`config.mk`:
```
export PLATFORM = sky130hd
export DESIGN_NAME = dmem_bridge_flat
export DESIGN_NICKNAME = d
export VERILOG_FILES = /design/src/rtl/dmem_bridge_if.sv /design/src/rtl/dmem_bridge.sv /design/src/flat_wrapper.sv
export SDC_FILE = /design/constraint.sdc
export NUM_CORES = 1
export LEC_CHECK = 0
export CORE_MARGIN = 2
export CORE_UTILIZATION = 35
export CTS_BUF_LIST = sky130_fd_sc_hd__clkbuf_8
export DETAILED_ROUTE_END_ITERATION = 8
export PLACE_DENSITY = 0.7
export SLEW_MARGIN = 5
export SYNTH_ARGS = -nofsm -noshare
export SYNTH_HDL_FRONTEND = slang
export SYNTH_SLANG_ARGS = --single-unit
export TNS_END_PERCENT = 1
```
`constraint.sdc`:
```
create_clock -name clk -period 3.1 [get_ports clk]
set_input_delay 0.62 -clock clk [delete_from_list [all_inputs] [get_ports clk]]
set_output_delay 0.62 -clock clk [all_outputs]
set_load 0.05 [all_outputs]
```
`src/rtl/dmem_bridge_if.sv`:
```
`default_nettype none
// ============================================================================
// Module   : dmem_bridge_if
// Purpose  : Request/acknowledge data-memory bus between dmem_bridge (master)
//            and a variable-latency memory (slave).
// Signals  : bus_req   - access request, high for the whole request phase
//            bus_we    - byte write enables (0 = load)
//            bus_addr  - word-aligned address
//            bus_wdata - lane-shifted store data
//            bus_ack   - 1-cycle completion pulse from the memory
//            bus_rdata - load data, valid while bus_ack = 1
//            bus_err   - timeout pulse (constant 0 without the timeout build)
// Revision : 1.0 - initial release
// ============================================================================
interface dmem_bridge_if #(
    parameter int DATA_WIDTH = 32,
    parameter int ADDR_WIDTH = 32
);
    logic                  bus_req;
    logic [3:0]            bus_we;
    logic [ADDR_WIDTH-1:0] bus_addr;
    logic [DATA_WIDTH-1:0] bus_wdata;
    logic                  bus_ack;
    logic [DATA_WIDTH-1:0] bus_rdata;
    logic                  bus_err;

    modport master (
        output bus_req,
        output bus_we,
        output bus_addr,
        output bus_wdata,
        output bus_err,
        input  bus_ack,
        input  bus_rdata
    );

    modport slave (
        input  bus_req,
        input  bus_we,
        input  bus_addr,
        input  bus_wdata,
        input  bus_err,
        output bus_ack,
        output bus_rdata
    );
endinterface
`default_nettype wire

```
`src/rtl/dmem_bridge.sv`:
```
`default_nettype none
// ============================================================================
// Module   : dmem_bridge
// Purpose  : Converts the MEM-stage RAM controls into a request/acknowledge
//            data-memory bus access, stalls the pipeline until the access
//            completes and returns byte-extracted, sign/zero-extended load
//            data to WB.
// Ports    : clk            - clock, rising edge
//            rst            - synchronous reset, active low
//            ram_en         - access request from MEM
//            ram_write_en   - byte write enables (0 = load)
//            ram_addr       - word-aligned address
//            ram_write_data - lane-shifted store data
//            byte_offset    - address[1:0] of the access
//            mem_sel        - size: 4'b0001 byte, 4'b1111 word
//            mem_sign_ext   - sign-extend byte loads
//            stall_req      - holds IF..MEM while an access is pending
//            read_data      - aligned/extended load result to WB
//            bus            - dmem_bridge_if master modport
// Options  : DMEM_TIMEOUT_EN - when defined, a request that is not acknowledged
//            within TIMEOUT_CYCLES cycles is force-completed and bus_err pulses.
// Revision : 1.0 - initial release
// ============================================================================
module dmem_bridge #(
    parameter int DATA_WIDTH     = 32,
    parameter int ADDR_WIDTH     = 32,
    parameter int TIMEOUT_CYCLES = 255
) (
    input  wire logic                  clk,
    input  wire logic                  rst,
    input  wire logic                  ram_en,
    input  wire logic [3:0]            ram_write_en,
    input  wire logic [ADDR_WIDTH-1:0] ram_addr,
    input  wire logic [DATA_WIDTH-1:0] ram_write_data,
    input  wire logic [1:0]            byte_offset,
    input  wire logic [3:0]            mem_sel,
    input  wire logic                  mem_sign_ext,
    output logic                       stall_req,
    output logic [DATA_WIDTH-1:0]      read_data,
    dmem_bridge_if.master              bus
);

    localparam logic [3:0] c_SEL_BYTE = 4'b0001;
    localparam logic [3:0] c_SEL_WORD = 4'b1111;

    // The counter is 8 bits wide, so the limit must fit in it.
    if (TIMEOUT_CYCLES < 1 || TIMEOUT_CYCLES > 255) begin : g_bad_timeout
        $error("dmem_bridge: TIMEOUT_CYCLES must be within 1..255");
    end

    typedef enum logic [1:0] {
        S_IDLE = 2'd0,
        S_REQ  = 2'd1,
        S_DONE = 2'd2
    } state_t;

    state_t                r_state;
    state_t                w_next;
    logic                  w_stall;
    logic                  w_timeout;

    // Access captured in IDLE; the bus sees only these during REQ.
    logic [3:0]            r_we;
    logic [ADDR_WIDTH-1:0] r_addr;
    logic [DATA_WIDTH-1:0] r_wdata;
    logic [1:0]            r_off;
    logic [3:0]            r_sel;
    logic                  r_sext;
    logic [DATA_WIDTH-1:0] r_read_data;

    logic [7:0]            w_lane;
    logic [DATA_WIDTH-1:0] w_extracted;

    // ------------------------------------------------------------------
    // Optional request timeout
    // ------------------------------------------------------------------
`ifdef DMEM_TIMEOUT_EN
    // The counter reads 0 in the first REQ cycle, so the last allowed REQ
    // cycle is the one where it equals TIMEOUT_CYCLES-1.
    localparam logic [7:0] c_TO_LAST = 8'(TIMEOUT_CYCLES - 1);

    logic [7:0] r_cnt;
    logic       r_err;

    // An ack arriving on the last cycle takes priority over the timeout.
    assign w_timeout = (r_state == S_REQ) && !bus.bus_ack && (r_cnt == c_TO_LAST);

    always_ff @(posedge clk) begin
        if (!rst) begin
            r_cnt <= 8'd0;
            r_err <= 1'b0;
        end else begin
            if (r_state == S_REQ) begin
                r_cnt <= r_cnt + 8'd1;
            end else begin
                r_cnt <= 8'd0;
            end
            // Set on the edge into DONE, so it is high for the DONE cycle only.
            r_err <= w_timeout;
        end
    end

    assign bus.bus_err = r_err;
`else
    assign w_timeout   = 1'b0;
    assign bus.bus_err = 1'b0;
`endif

    // ------------------------------------------------------------------
    // Load extraction from the captured offset/size
    // ------------------------------------------------------------------
    always_comb begin
        w_lane      = bus.bus_rdata[{r_off, 3'b000} +: 8];
        w_extracted = '0;
        case (r_sel)
            c_SEL_BYTE: w_extracted = {{(DATA_WIDTH-8){r_sext & w_lane[7]}}, w_lane};
            c_SEL_WORD: w_extracted = bus.bus_rdata;
            default:    w_extracted = '0;
        endcase
    end

    // ------------------------------------------------------------------
    // Next-state and stall logic
    // ------------------------------------------------------------------
    always_comb begin
        w_next  = r_state;
        w_stall = 1'b0;
        case (r_state)
            S_IDLE: begin
                w_stall = ram_en;
                if (ram_en) begin
                    w_next = S_REQ;
                end
            end
            S_REQ: begin
                w_stall = 1'b1;
                if (bus.bus_ack || w_timeout) begin
                    w_next = S_DONE;
                end
            end
            // ram_en still shows the finished access here, so it is ignored.
            S_DONE: begin
                w_next = S_IDLE;
            end
            default: begin
                w_next = S_IDLE;
            end
        endcase
    end

    // ------------------------------------------------------------------
    // State, capture and result registers
    // ------------------------------------------------------------------
    always_ff @(posedge clk) begin
        if (!rst) begin
            r_state     <= S_IDLE;
            r_we        <= 4'b0;
            r_addr      <= '0;
            r_wdata     <= '0;
            r_off       <= 2'b0;
            r_sel       <= 4'b0;
            r_sext      <= 1'b0;
            r_read_data <= '0;
        end else begin
            r_state <= w_next;

            if (r_state == S_IDLE && ram_en) begin
                r_we    <= ram_write_en;
                r_addr  <= ram_addr;
                r_wdata <= ram_write_data;
                r_off   <= byte_offset;
                r_sel   <= mem_sel;
                r_sext  <= mem_sign_ext;
            end

            // Only loads update the result; stores leave it untouched.
            if (r_state == S_REQ && r_we == 4'b0) begin
                if (bus.bus_ack) begin
                    r_read_data <= w_extracted;
                end else if (w_timeout) begin
                    r_read_data <= '0;
                end
            end
        end
    end

    // ------------------------------------------------------------------
    // Outputs
    // ------------------------------------------------------------------
    assign stall_req     = rst & w_stall;
    assign read_data     = r_read_data;
    assign bus.bus_req   = (r_state == S_REQ);
    assign bus.bus_we    = (r_state == S_REQ) ? r_we : 4'b0;
    assign bus.bus_addr  = r_addr;
    assign bus.bus_wdata = r_wdata;

endmodule
`default_nettype wire

```
`src/flat_wrapper.sv`:
```
// flat-port wrapper written by rule: the top's interface ports become plain ports
module dmem_bridge_flat 
#(
    parameter int DATA_WIDTH     = 32,
    parameter int ADDR_WIDTH     = 32,
    parameter int TIMEOUT_CYCLES = 255
)
  (clk, rst, ram_en, ram_write_en, ram_addr, ram_write_data, byte_offset, mem_sel, mem_sign_ext, stall_req, read_data, bus_bus_req, bus_bus_we, bus_bus_addr, bus_bus_wdata, bus_bus_err, bus_bus_ack, bus_bus_rdata);
  dmem_bridge_if #(.DATA_WIDTH(DATA_WIDTH), .ADDR_WIDTH(ADDR_WIDTH)) bus_i ();
  input  wire logic clk;
  input  wire logic rst;
  input  wire logic ram_en;
  input  wire logic [3:0] ram_write_en;
  input  wire logic [ADDR_WIDTH-1:0] ram_addr;
  input  wire logic [DATA_WIDTH-1:0] ram_write_data;
  input  wire logic [1:0] byte_offset;
  input  wire logic [3:0] mem_sel;
  input  wire logic mem_sign_ext;
  output logic stall_req;
  output logic [DATA_WIDTH-1:0] read_data;
  output wire logic [$bits(bus_i.bus_req)-1:0] bus_bus_req;
  output wire logic [$bits(bus_i.bus_we)-1:0] bus_bus_we;
  output wire logic [$bits(bus_i.bus_addr)-1:0] bus_bus_addr;
  output wire logic [$bits(bus_i.bus_wdata)-1:0] bus_bus_wdata;
  output wire logic [$bits(bus_i.bus_err)-1:0] bus_bus_err;
  input wire logic [$bits(bus_i.bus_ack)-1:0] bus_bus_ack;
  input wire logic [$bits(bus_i.bus_rdata)-1:0] bus_bus_rdata;
  assign bus_bus_req = bus_i.bus_req;
  assign bus_bus_we = bus_i.bus_we;
  assign bus_bus_addr = bus_i.bus_addr;
  assign bus_bus_wdata = bus_i.bus_wdata;
  assign bus_bus_err = bus_i.bus_err;
  assign bus_i.bus_ack = bus_bus_ack;
  assign bus_i.bus_rdata = bus_bus_rdata;
  dmem_bridge #(.DATA_WIDTH(DATA_WIDTH), .ADDR_WIDTH(ADDR_WIDTH), .TIMEOUT_CYCLES(TIMEOUT_CYCLES)) u_core (.clk(clk), .rst(rst), .ram_en(ram_en), .ram_write_en(ram_write_en), .ram_addr(ram_addr), .ram_write_data(ram_write_data), .byte_offset(byte_offset), .mem_sel(mem_sel), .mem_sign_ext(mem_sign_ext), .stall_req(stall_req), .read_data(read_data), .bus(bus_i));
endmodule
```
==> impl_metrics.json, run 1 <==
{
  "max_stage_delay_ps": 790,
  "seqPwrFrac_pct": 47.8,
  "grt_max_degree": 110,
  "mostFrequentLayoutCells": "210 x clkdlybuf4s50_1, 199 x nand2_1, 109 x dfxtp_1, 79 x a21boi_0",
  "start_util_pct": 35.5,
  "critPathSlowestCell": "clkdlybuf4s50_1",
  "critPathArrivalTime_ps": 2000,
  "syn-num-nets": 639,
  "detail-route-antenna-nets": 0,
  "tns_ps": 0,
  "io_buffers": 212,
  "syn_inst": 528,
  "placedCellCount": 877,
  "p_int_mw": 2.23,
  "final_core_util_pct": 54.0,
  "finish.instance_area_um2": 7070,
  "setup_viol": 0,
  "period_needed_ps": 2620,
  "cts_tree": "built",
  "reg2regPathDepth": 4,
  "wire_per_inst_um": 14.7,
  "path_max_fanout": 6,
  "ys_ff_latch": 109,
  "clk_latency_ps": 370,
  "drive_gt1_share_pct": 8.52,
  "regArea_um2": 2180,
  "die_height_um": 119,
  "globalplace.congestion": 0.816,
  "ir_drop_mv": 0.250,
  "p_switching_mw": 0.935,
  "p_clk_share_pct": 29.6,
  "mostFrequentLayoutCell": "clkdlybuf4s50_1",
  "nets": 823,
  "clock_path_buffers": 2,
  "num_rows": 42,
  "finalWirelength_mm": 13.1,
  "r2r_start": "u_core.r_off[0]$_SDFFE_PN0P_",
  "drv_slew": 0,
  "critPathKind": "reg2out",
  "core_area_um2": 13100,
  "area_growth_syn_to_layout_pct": 52.1,
  "yosysTopAreaCell": "dfxtp_1",
  "via_per_inst": 4.77,
  "cts_resized": 0,
  "holdPathEnd": "u_core.read_data[31]$_SDFFE_PN0P_",
  "hold_depth": 2,
  "drc": 0,
  "grt_pass1_vias": 4136,
  "grt_overflow": 0,
  "post_cts_buffers": 0,
  "pwr-share-comb_pct": 22.6,
  "crit_chain": "nor2b_1, and2_1, clkdlybuf4s50_1",
  "p_leak_nw": 2.43,
  "fmax_mhz": 382,
  "r2r_end": "u_core.read_data[30]$_SDFFE_PN0P_",
  "end_kind": "output pin",
  "die_w_um": 119,
  "grt_first_pass_wirelength_mm": 21.1,
  "swShare_pct": 29.5,
  "cts_buffers": 9,
  "dp_hpwl_mm": 9.21,
  "synth_area_leaders": "dfxtp_1 47%, nand2_1 16%, a21boi_0 13%",
  "avgSynthCellArea_um2": 8.80,
  "hp-class": "reg2reg",
  "grtUsageTotal_pct": 18.5,
  "rsz0062_at_grt": "false",
  "syn_area_um2": 4650,
  "cts_hold_buffers": 0,
  "fillers": 1178,
  "clk_pin_slew_ps": 100,
  "ys_types": 27,
  "stdcell_count": 892,
  "synth_top_area_share_pct": 47.0,
  "min-delay-start": "u_core.read_data[31]$_SDFFE_PN0P_",
  "cp.required_ps": 2480,
  "finalCritPeriodShare_pct": 84.5,
  "max-cap-violations": 0,
  "final-hold-violation-count": 0,
  "cts_sinks": 109,
  "antenna_found_initial": 0,
  "cp.buffers_inverters": 1,
  "die_area_um2": 14200,
  "yosysWarnings": 0,
  "io_pins": 214,
  "worstMarginPinSlew_ps": 893,
  "status": "finished clean",
  "start_kind": "flip-flop",
  "multi_input_area_um2": 2260,
  "htreeDepth": 3,
  "num_vias": 4258,
  "power.density_nw_per_um2": 448,
  "r2r_slack_ps": 1170,
  "antenna_cells": 0,
  "root_buffer": "clkbuf_8",
  "drt_iter0_markers": 296,
  "crit_family": "buffers and inverters",
  "fin_worst_skew_ps": 7.18,
  "placed_area_um2": 6860,
  "drt-pass1-iter-count": 4,
  "slew_headroom_pct": 40.4,
  "ys_seq_area_share_pct": 47.0
}
==> state kept, by name, summed over array words and instances, names as in the netlist <==
signal,flops
u_core.r_sext,1
u_core.r_state,2
u_core.r_we,4
u_core.bus.bus_wdata,32
u_core.r_sel,4
u_core.r_off,2
u_core.read_data,32
u_core.bus.bus_addr,32
==> final cells by class <==
type / count / area share (%)
clock buffer: 9 / 1.75
clock inverter: 6 / 1.26
sequential: 109 / 30.9
tap: 176 / 3.12
multi-input combinational: 375 / 32.0
timing repair buffer: 217 / 31.0
==> layer usage <==
metal / up-vias / track usage, % / share of wire, %
met5: - / 0 / 0
met4: 0 / 8.93 / 2.8
met3: 24 / 4.60 / 6.9
met2: 159 / 29.9 / 47
met1: 1963 / 23.0 / 43
li1: 2112 / - / -
==> per-stage QoR <==
| stage | power [mW] | worst slack [ps] | hold WS (ps) |
|---|---|---|---|
| 2_1_floorplan | 1.94 | 484 | 453 |
| 4_1_cts | 3.21 | 439 | 466 |
| 6_report | 3.17 | 481 | 467 |
| 5_1_grt | 3.30 | 373 | 486 |
| 3_3_place_gp | 2.25 | 780 | 452 |
| 3_5_place_dp | 2.26 | 755 | 452 |
==> how the worst max path moves through the flow <==
stage                     cells after the start  slack, ps                           start                                 to
final                                         3        480  u_core.r_state[0]$_SDFFE_PN0P_                      bus_bus_we[1]
after global routing                          3        370  u_core.r_state[0]$_SDFFE_PN0P_                      bus_bus_we[3]
after CTS                                     3        440  u_core.r_state[0]$_SDFFE_PN0P_                      bus_bus_we[1]
after detailed placement                      6        750                     bus_bus_ack  u_core.read_data[11]$_SDFFE_PN0P_
after global placement                        4        780                          ram_en                          stall_req
after floorplan                               2        480                             rst                          stall_req
==> synthesized netlist by cell type <==
master / instances
nand2_1: 200
dfxtp_1: 109
a21boi_0: 79
clkbuf_1: 30
a21boi_2: 20
a21o_1: 20
nor2_1: 10
a221oi_1: 8
mux4_2: 8
o21ai_0: 8
and2_1: 6
buf_1: 5
a21o_2: 4
buf_2: 4
buf_6: 4
nor2b_1: 2
and2_0: 1
and3b_1: 1
and4_2: 1
buf_4: 1
conb_1: 1
nand3_4: 1
nor3b_1: 1
nor4_4: 1
nor4b_4: 1
o211ai_4: 1
o21a_1: 1
==> power by group through the flow <==
stage | sequential (mW) | combinational (mW) | clock (mW)
6_report | 1.51 | 0.716 | 0.938
5_1_grt | 1.52 | 0.759 | 1.02
4_1_cts | 1.51 | 0.721 | 0.970
3_5_place_dp | 1.55 | 0.717 | 0
3_3_place_gp | 1.54 | 0.710 | 0
2_1_floorplan | 1.74 | 0.205 | 0
==> worst register-to-register path, stage by stage (launching register included) <==
cell      delay (ps)
dfxtp_1          680
mux4_2           630
nand3_4          270
a21o_1           200
a21boi_2          60
==> kinds of logic (layout without fill, tap and decap cells) <==
kind of cell    count (synthesis)  after routing  share of synthesized area [%]
compound gates                141            141                           24.6
buf+inv                        44            232                           4.39
flops                         109            109                           47.0
mux                             8              8                           3.88
other cells                     1              1                         0.0807
simple gates                  225            225                           20.1
No activity file was read; power rests on OpenSTA's default activity.
==> inputs of run 2 (changes only) <==
PLACE_DENSITY = 0.72   (was 0.7)
clock period = 2.13 ns   (was 3.1 ns; I/O delays follow)
==> impl_metrics.json, run 2 (same netlist as run 1, synthesis figures left out) <==
{
  "status": "finished clean",
  "detail-route-antenna-nets": 0,
  "critPathLaunch": "u_core.read_data[24]$_SDFFE_PN0P_",
  "critPathKind": "reg2out",
  "mostFrequentLayoutCell": "clkdlybuf4s50_1",
  "fin_worst_skew_ps": 6.91,
  "num_vias": 4305,
  "cts_sinks": 109,
  "seqPwrFrac_pct": 50.9,
  "cp.buffers_inverters": 1,
  "drc": 0,
  "path_max_fanout": 2,
  "max-cap-violations": 0,
  "r2r_start": "u_core.r_off[0]$_SDFFE_PN0P_",
  "die_area_um2": 14200,
  "drv_slew": 0,
  "via_per_inst": 4.79,
  "drt_iter0_markers": 257,
  "slew_headroom_pct": 53.3,
  "io_buffers": 212,
  "start_kind": "flip-flop",
  "swShare_pct": 30.5,
  "core_area_um2": 13100,
  "finalWirelength_mm": 13.2,
  "mostFrequentLayoutCells": "205 x clkdlybuf4s50_1, 199 x nand2_1, 109 x dfxtp_1, 79 x a21boi_0",
  "final-hold-violation-count": 0,
  "clock_path_buffers": 2,
  "min-delay-start": "u_core.read_data[14]$_SDFFE_PN0P_",
  "crit_family": "buffers and inverters",
  "grt_overflow": 0,
  "cts_hold_buffers": 0,
  "cts_buffers": 9,
  "wire_per_inst_um": 14.7,
  "drt-pass1-iter-count": 5,
  "grt_max_degree": 110,
  "power.density_nw_per_um2": 612,
  "area_growth_syn_to_layout_pct": 51.9,
  "hp-class": "reg2reg",
  "dp_hpwl_mm": 9.68,
  "ir_drop_mv": 0.380,
  "clk_latency_ps": 360,
  "fillers": 1154,
  "stdcell_count": 899,
  "r2r_slack_ps": 380,
  "drive_gt1_share_pct": 9.54,
  "clk_pin_slew_ps": 100,
  "root_buffer": "clkbuf_8",
  "final_core_util_pct": 53.9,
  "period_needed_ps": 1990,
  "fmax_mhz": 503,
  "p_int_mw": 3.00,
  "start_util_pct": 35.5,
  "pwr-share-comb_pct": 24.5,
  "die_height_um": 119,
  "finalCritPeriodShare_pct": 93.3,
  "htreeDepth": 3,
  "cp.required_ps": 1700,
  "io_pins": 214,
  "critPathArrivalTime_ps": 1560,
  "post_cts_buffers": 0,
  "grt_first_pass_wirelength_mm": 21.2,
  "p_leak_nw": 2.47,
  "placedCellCount": 883,
  "p_switching_mw": 1.32,
  "rsz0062_at_grt": "false",
  "grtUsageTotal_pct": 18.5,
  "cts_resized": 0,
  "worstMarginPinSlew_ps": 698,
  "antenna_found_initial": 0,
  "die_w_um": 119,
  "setup_viol": 0,
  "grt_pass1_vias": 4223,
  "antenna_cells": 0,
  "nets": 829,
  "p_clk_share_pct": 24.6,
  "critPathSlowestCell": "clkdlybuf4s50_1",
  "num_rows": 42,
  "end_kind": "output pin",
  "cts_tree": "built",
  "max_stage_delay_ps": 820,
  "crit_chain": "clkdlybuf4s50_1",
  "globalplace.congestion": 0.880
}
## run 2: changes by cell type in the layout (fill, tap and decap cells not counted), moves of 2 or more
cell | before | now
clkdlybuf4s50_1 | 210 | 205
clkinvlp_4 | 2 | 0
buf_4 | 3 | 13
bufinv_16 | 2 | 0
inv_1 | 0 | 5
## run 2: worst paths after layout
kind,to,cells past startpoint
setup / recovery,read_data[24],1
hold / removal,u_core.read_data[14]$_SDFFE_PN0P_,2
setup reg to reg,u_core.read_data[11]$_SDFFE_PN0P_,4
hold reg to reg,u_core.read_data[14]$_SDFFE_PN0P_,2
## run 2: per-layer routing
layer	global-route usage, %	wire, um	vias to the layer above
li1	-	-	2127
met1	22.6	5520	2007
met2	30.5	6490	146
met3	5.41	903	25
met4	7.22	295	0
met5	0	0	-
## run 2: power by group through the flow
stage          clock network, mW  logic (mW)  registers, mW
2_1_floorplan                  0       0.299           2.53
3_3_place_gp                   0        1.05           2.24
3_5_place_dp                   0        1.06           2.25
4_1_cts                     1.11        1.07           2.20
5_1_grt                     1.19        1.13           2.21
6_report                    1.06        1.06           2.20
## run 2: layout make-up
class / instances / area [um2] / area share [%]
clock inverters: 7 / 28.8 / 0.408
repair buffers: 223 / 2230 / 31.7
flip-flops and latches: 109 / 2180 / 30.9
clock buffers: 9 / 124 / 1.76
well taps: 176 / 220 / 3.12
multi-input cells: 375 / 2270 / 32.1
## run 2: metrics by stage
step                      worst slack, ps  cell area (um2)  hold slack (ps)  TNS [ps]  total power, mW
final                                 143             7060              467         0             4.32
after global routing                 91.2             7060              489         0             4.53
after CTS                             112             7060              467         0             4.37
after detailed placement              103             6910              453         0             3.31
after global placement                127             6910              448         0             3.29
after floorplan                     -1.78             4650              453     -7.10             2.83
## run 2: worst min-delay path: stages (launching register included)
cell      delay [ps]
dfxtp_1          320
nand2_1           60
a21boi_2          40
==> inputs of run 3 (changes only) <==
GPL_ROUTABILITY_DRIVEN = 0   (was default)
PLACE_DENSITY = 0.76   (was 0.72)
==> impl_metrics.json, run 3 (same netlist as run 1, synthesis figures left out) <==
{
  "grt_first_pass_wirelength_mm": 21.2,
  "drv_slew": 0,
  "cp.required_ps": 1700,
  "fin_worst_skew_ps": 13.2,
  "critPathKind": "reg2out",
  "hold_depth": 2,
  "use_met2_pct": 32.0,
  "root_buffer": "clkbuf_8",
  "cts_tree": "built",
  "final-hold-violation-count": 0,
  "dp_worst_setup_slack_ps": 41.3,
  "finish.instance_area_um2": 7110,
  "cts_resized": 0,
  "drt-pass1-iter-count": 4,
  "num_vias": 4299,
  "top_usage_layer": "met2",
  "min-delay-start": "u_core.read_data[19]$_SDFFE_PN0P_",
  "antenna_found_initial": 1,
  "placed_area_um2": 6910,
  "setup_viol": 0,
  "critPathLaunch": "u_core.read_data[28]$_SDFFE_PN0P_",
  "grt_max_degree": 110,
  "status": "finished clean",
  "htreeDepth": 3,
  "grtUsageMet3_pct": 7.04,
  "clock_path_buffers": 2,
  "die_height_um": 119,
  "critPathSlowestCell": "clkdlybuf4s50_1",
  "num_rows": 42,
  "grtUsageTotal_pct": 18.7,
  "r2r_end": "u_core.read_data[10]$_SDFFE_PN0P_",
  "end_kind": "output pin",
  "fin_ws_ps": 111,
  "fmax_mhz": 495,
  "cts_buffers": 9,
  "reg2regPathDepth": 4,
  "use_met1_pct": 21.8,
  "cts_hold_buffers": 0,
  "via_per_inst": 4.78,
  "rsz0062_at_grt": "false",
  "wire_per_inst_um": 14.7,
  "worstMarginPinSlew_ps": 663,
  "mostFrequentLayoutCells": "205 x clkdlybuf4s50_1, 199 x nand2_1, 109 x dfxtp_1, 79 x a21boi_0",
  "path_max_fanout": 2,
  "max_stage_delay_ps": 820,
  "crit_family": "buffers and inverters",
  "die_w_um": 119,
  "holdPathEnd": "u_core.read_data[19]$_SDFFE_PN0P_",
  "die_area_um2": 14200,
  "io_pins": 214,
  "drive_gt1_share_pct": 10.1,
  "max-cap-violations": 0,
  "slew_headroom_pct": 55.6,
  "ir_drop_mv": 0.360,
  "drc": 0,
  "mostFrequentLayoutCell": "clkdlybuf4s50_1",
  "cts_sinks": 109,
  "area_growth_syn_to_layout_pct": 53.0,
  "hp-class": "reg2reg",
  "io_buffers": 212,
  "nets": 828,
  "finalCritPeriodShare_pct": 94.8,
  "detail-route-antenna-nets": 0,
  "r2r_slack_ps": 330,
  "grt_pass1_vias": 4244,
  "core_area_um2": 13100,
  "r2r_start": "u_core.r_sel[3]$_SDFFE_PN0P_",
  "drt_iter0_markers": 289,
  "period_needed_ps": 2020,
  "critPathArrivalTime_ps": 1590,
  "finalWirelength_mm": 13.3,
  "grt_overflow": 0,
  "clk_latency_ps": 390,
  "cp_num_cells": 1,
  "p_leak_nw": 2.47,
  "crit_chain": "clkdlybuf4s50_1",
  "start_kind": "flip-flop",
  "cp.buffers_inverters": 1,
  "power.density_nw_per_um2": 633,
  "dp_hpwl_mm": 9.58,
  "clk_pin_slew_ps": 110,
  "post_cts_buffers": 0,
  "start_util_pct": 35.5
}
[run 3: cell type report]
class	count	area, um2
diodes	1	2.50
well taps	176	220
repair buffers	222	2240
flip-flops and latches	109	2180
multi-input cells	375	2270
clock buffers	12	165
clock inverters	4	30.0
fillers	1167	5980
[run 3: stage by stage]
stage / utilization [%] / power (mW) / setup TNS [ps] / std cells / hold WS, ps
detailed placement: 52.8 / 3.31 / 0 / 882 / 451
global route: 54.3 / 4.71 / 0 / 899 / 483
floorplan: - / 2.83 / -7.10 / 528 / 453
CTS: 54.3 / 4.56 / 0 / 898 / 466
global placement: 52.8 / 3.29 / 0 / 882 / 446
finish: 54.3 / 4.50 / 0 / 899 / 463
[run 3: worst max path at each step]
stage	end	slack [ps]
finish	read_data[28]	110
global route	read_data[28]	40
CTS	read_data[28]	80
detailed placement	u_core.read_data[10]$_SDFFE_PN0P_	40
global placement	u_core.read_data[10]$_SDFFE_PN0P_	110
floorplan	bus_bus_we[0]	-2
[run 3: layer usage]
layer / share of wire (%) / vias to the layer above
met3: 8.6 / 11
met5: 0 / -
met1: 42 / 2011
li1: - / 2124
met4: 1.3 / 0
met2: 48 / 153
[run 3: power by group]
part	switching, mW	internal (mW)
registers	0.0592	2.14
clock network	0.714	0.526
logic	0.597	0.466
total	1.37	3.13
==> patch: new RTL, flow settings as in run 3 <==
Encoding of `state_t`: now one-hot (3 bits for 3 states).
--- a/src/rtl/dmem_bridge.sv
+++ b/src/rtl/dmem_bridge.sv
@@ -50,6 +50,6 @@
 
-    typedef enum logic [1:0] {
-        S_IDLE = 2'd0,
-        S_REQ  = 2'd1,
-        S_DONE = 2'd2
+    typedef enum logic [2:0] {
+        S_IDLE = 3'b001,
+        S_REQ  = 3'b010,
+        S_DONE = 3'b100
     } state_t;
Check against the original RTL: no difference found for any inputs over 4 cycles, from zero or initial values and one cycle with rst low; so few cycles prove little.
==> patch against run 3 <==
  * Power grew 0.72%
  * Sequential cell count increased by 1
  * Design area fell by 0.44%
  * Final cell count fell by 1.8%
  * Non-clock buffer count is 12 higher
  * Wire length rose by 1.2%
  * First-iteration DRC count grew 16%
  * Setup slack improved by 0.0014 ns
  * Synthesized cell count fell by 4.2%
  * Critical path depth unchanged
  * Synthesized area shrank 3.9%
  * Hold slack got worse by 0.0039 ns
==> patch: results <==
{
  "wl_met1_um": 5380,
  "track_usage_pct": 19.4,
  "wl_met3_um": 1200,
  "grt_first_pass_wirelength_um": 20900,
  "clock.fmax_mhz": 496,
  "nFillCells": 1124,
  "timing.reg2reg.setup_slack_ns": 0.31,
  "antenna_found_initial": 0,
  "fin_total_pwr_uw": 4530,
  "status": "finished clean",
  "cp_max_fo": 3,
  "p_leak_uw": 0.00243,
  "synth.top_cells.by_area": "dfxtp_1, nand2_1, a21oi_1, a221oi_2, a22oi_1",
  "pg_clk_uw": 1290,
  "layout.nets": 818,
  "worstReg2RegEnd": "u_core.read_data[9]",
  "p_per_area_nw_per_um2": 640,
  "fin_hold_ws_ns": 0.459,
  "routedWlPerCell_um": 15.2,
  "dp_slack_ns": 0.0974,
  "drt-initial-drc-count": 334,
  "antenna_cells": 0,
  "worst_slew_pin_slew_ns": 0.551,
  "synth_common_cells": "nand2_1, dfxtp_1, a21oi_1",
  "layout-drive-gt1-share_pct": 11.5,
  "yosysSeqAreaShare_pct": 49.3,
  "clk_latency_ns": 0.37,
  "hp-start": "u_core.bus.bus_addr[14]",
  "dp_hpwl_um": 9760,
  "postSynthNetCount": 617,
  "layout.cells.non_filler": 883,
  "worst_hold_path.endpoint": "u_core.bus.bus_addr[14]",
  "synth.distinct_cells": 32,
  "synth_compound_area_share_pct": 23.1,
  "dp.cells": 865
}
[patch: changes by cell type after synthesis, sizes merged, moves of 23 or more]
cell | before | now
a22oi | 0 | 24
a21boi | 99 | 0
a221oi | 8 | 31
a21o | 24 | 0
nand2 | 200 | 175
a21oi | 0 | 77
[patch: area by class of cell]
| type | instances | share of cell area (%) |
|---|---|---|
| multi-input combinational | 350 | 29.0 |
| inverter | 2 | 0.124 |
| clock buffer | 11 | 2.14 |
| tap | 172 | 3.04 |
| clock inverter | 4 | 0.672 |
| timing repair buffer | 234 | 33.9 |
| sequential | 110 | 31.1 |
[patch: logic make-up (layout without fill, tap and decap cells)]
| family | after synthesis | in the layout |
|---|---|---|
| AND/OR/NAND/NOR | 198 | 198 |
| AO/OA/AOI/OAI | 143 | 143 |
| flip-flops | 110 | 110 |
| buffers and inverters | 46 | 251 |
| multiplexers | 8 | 8 |
| other | 1 | 1 |
[patch: worst min-delay path: stages (launching register included)]
cell	delay (ns)
dfxtp_1	0.32
nand2_1	0.05
a21oi_1	0.05
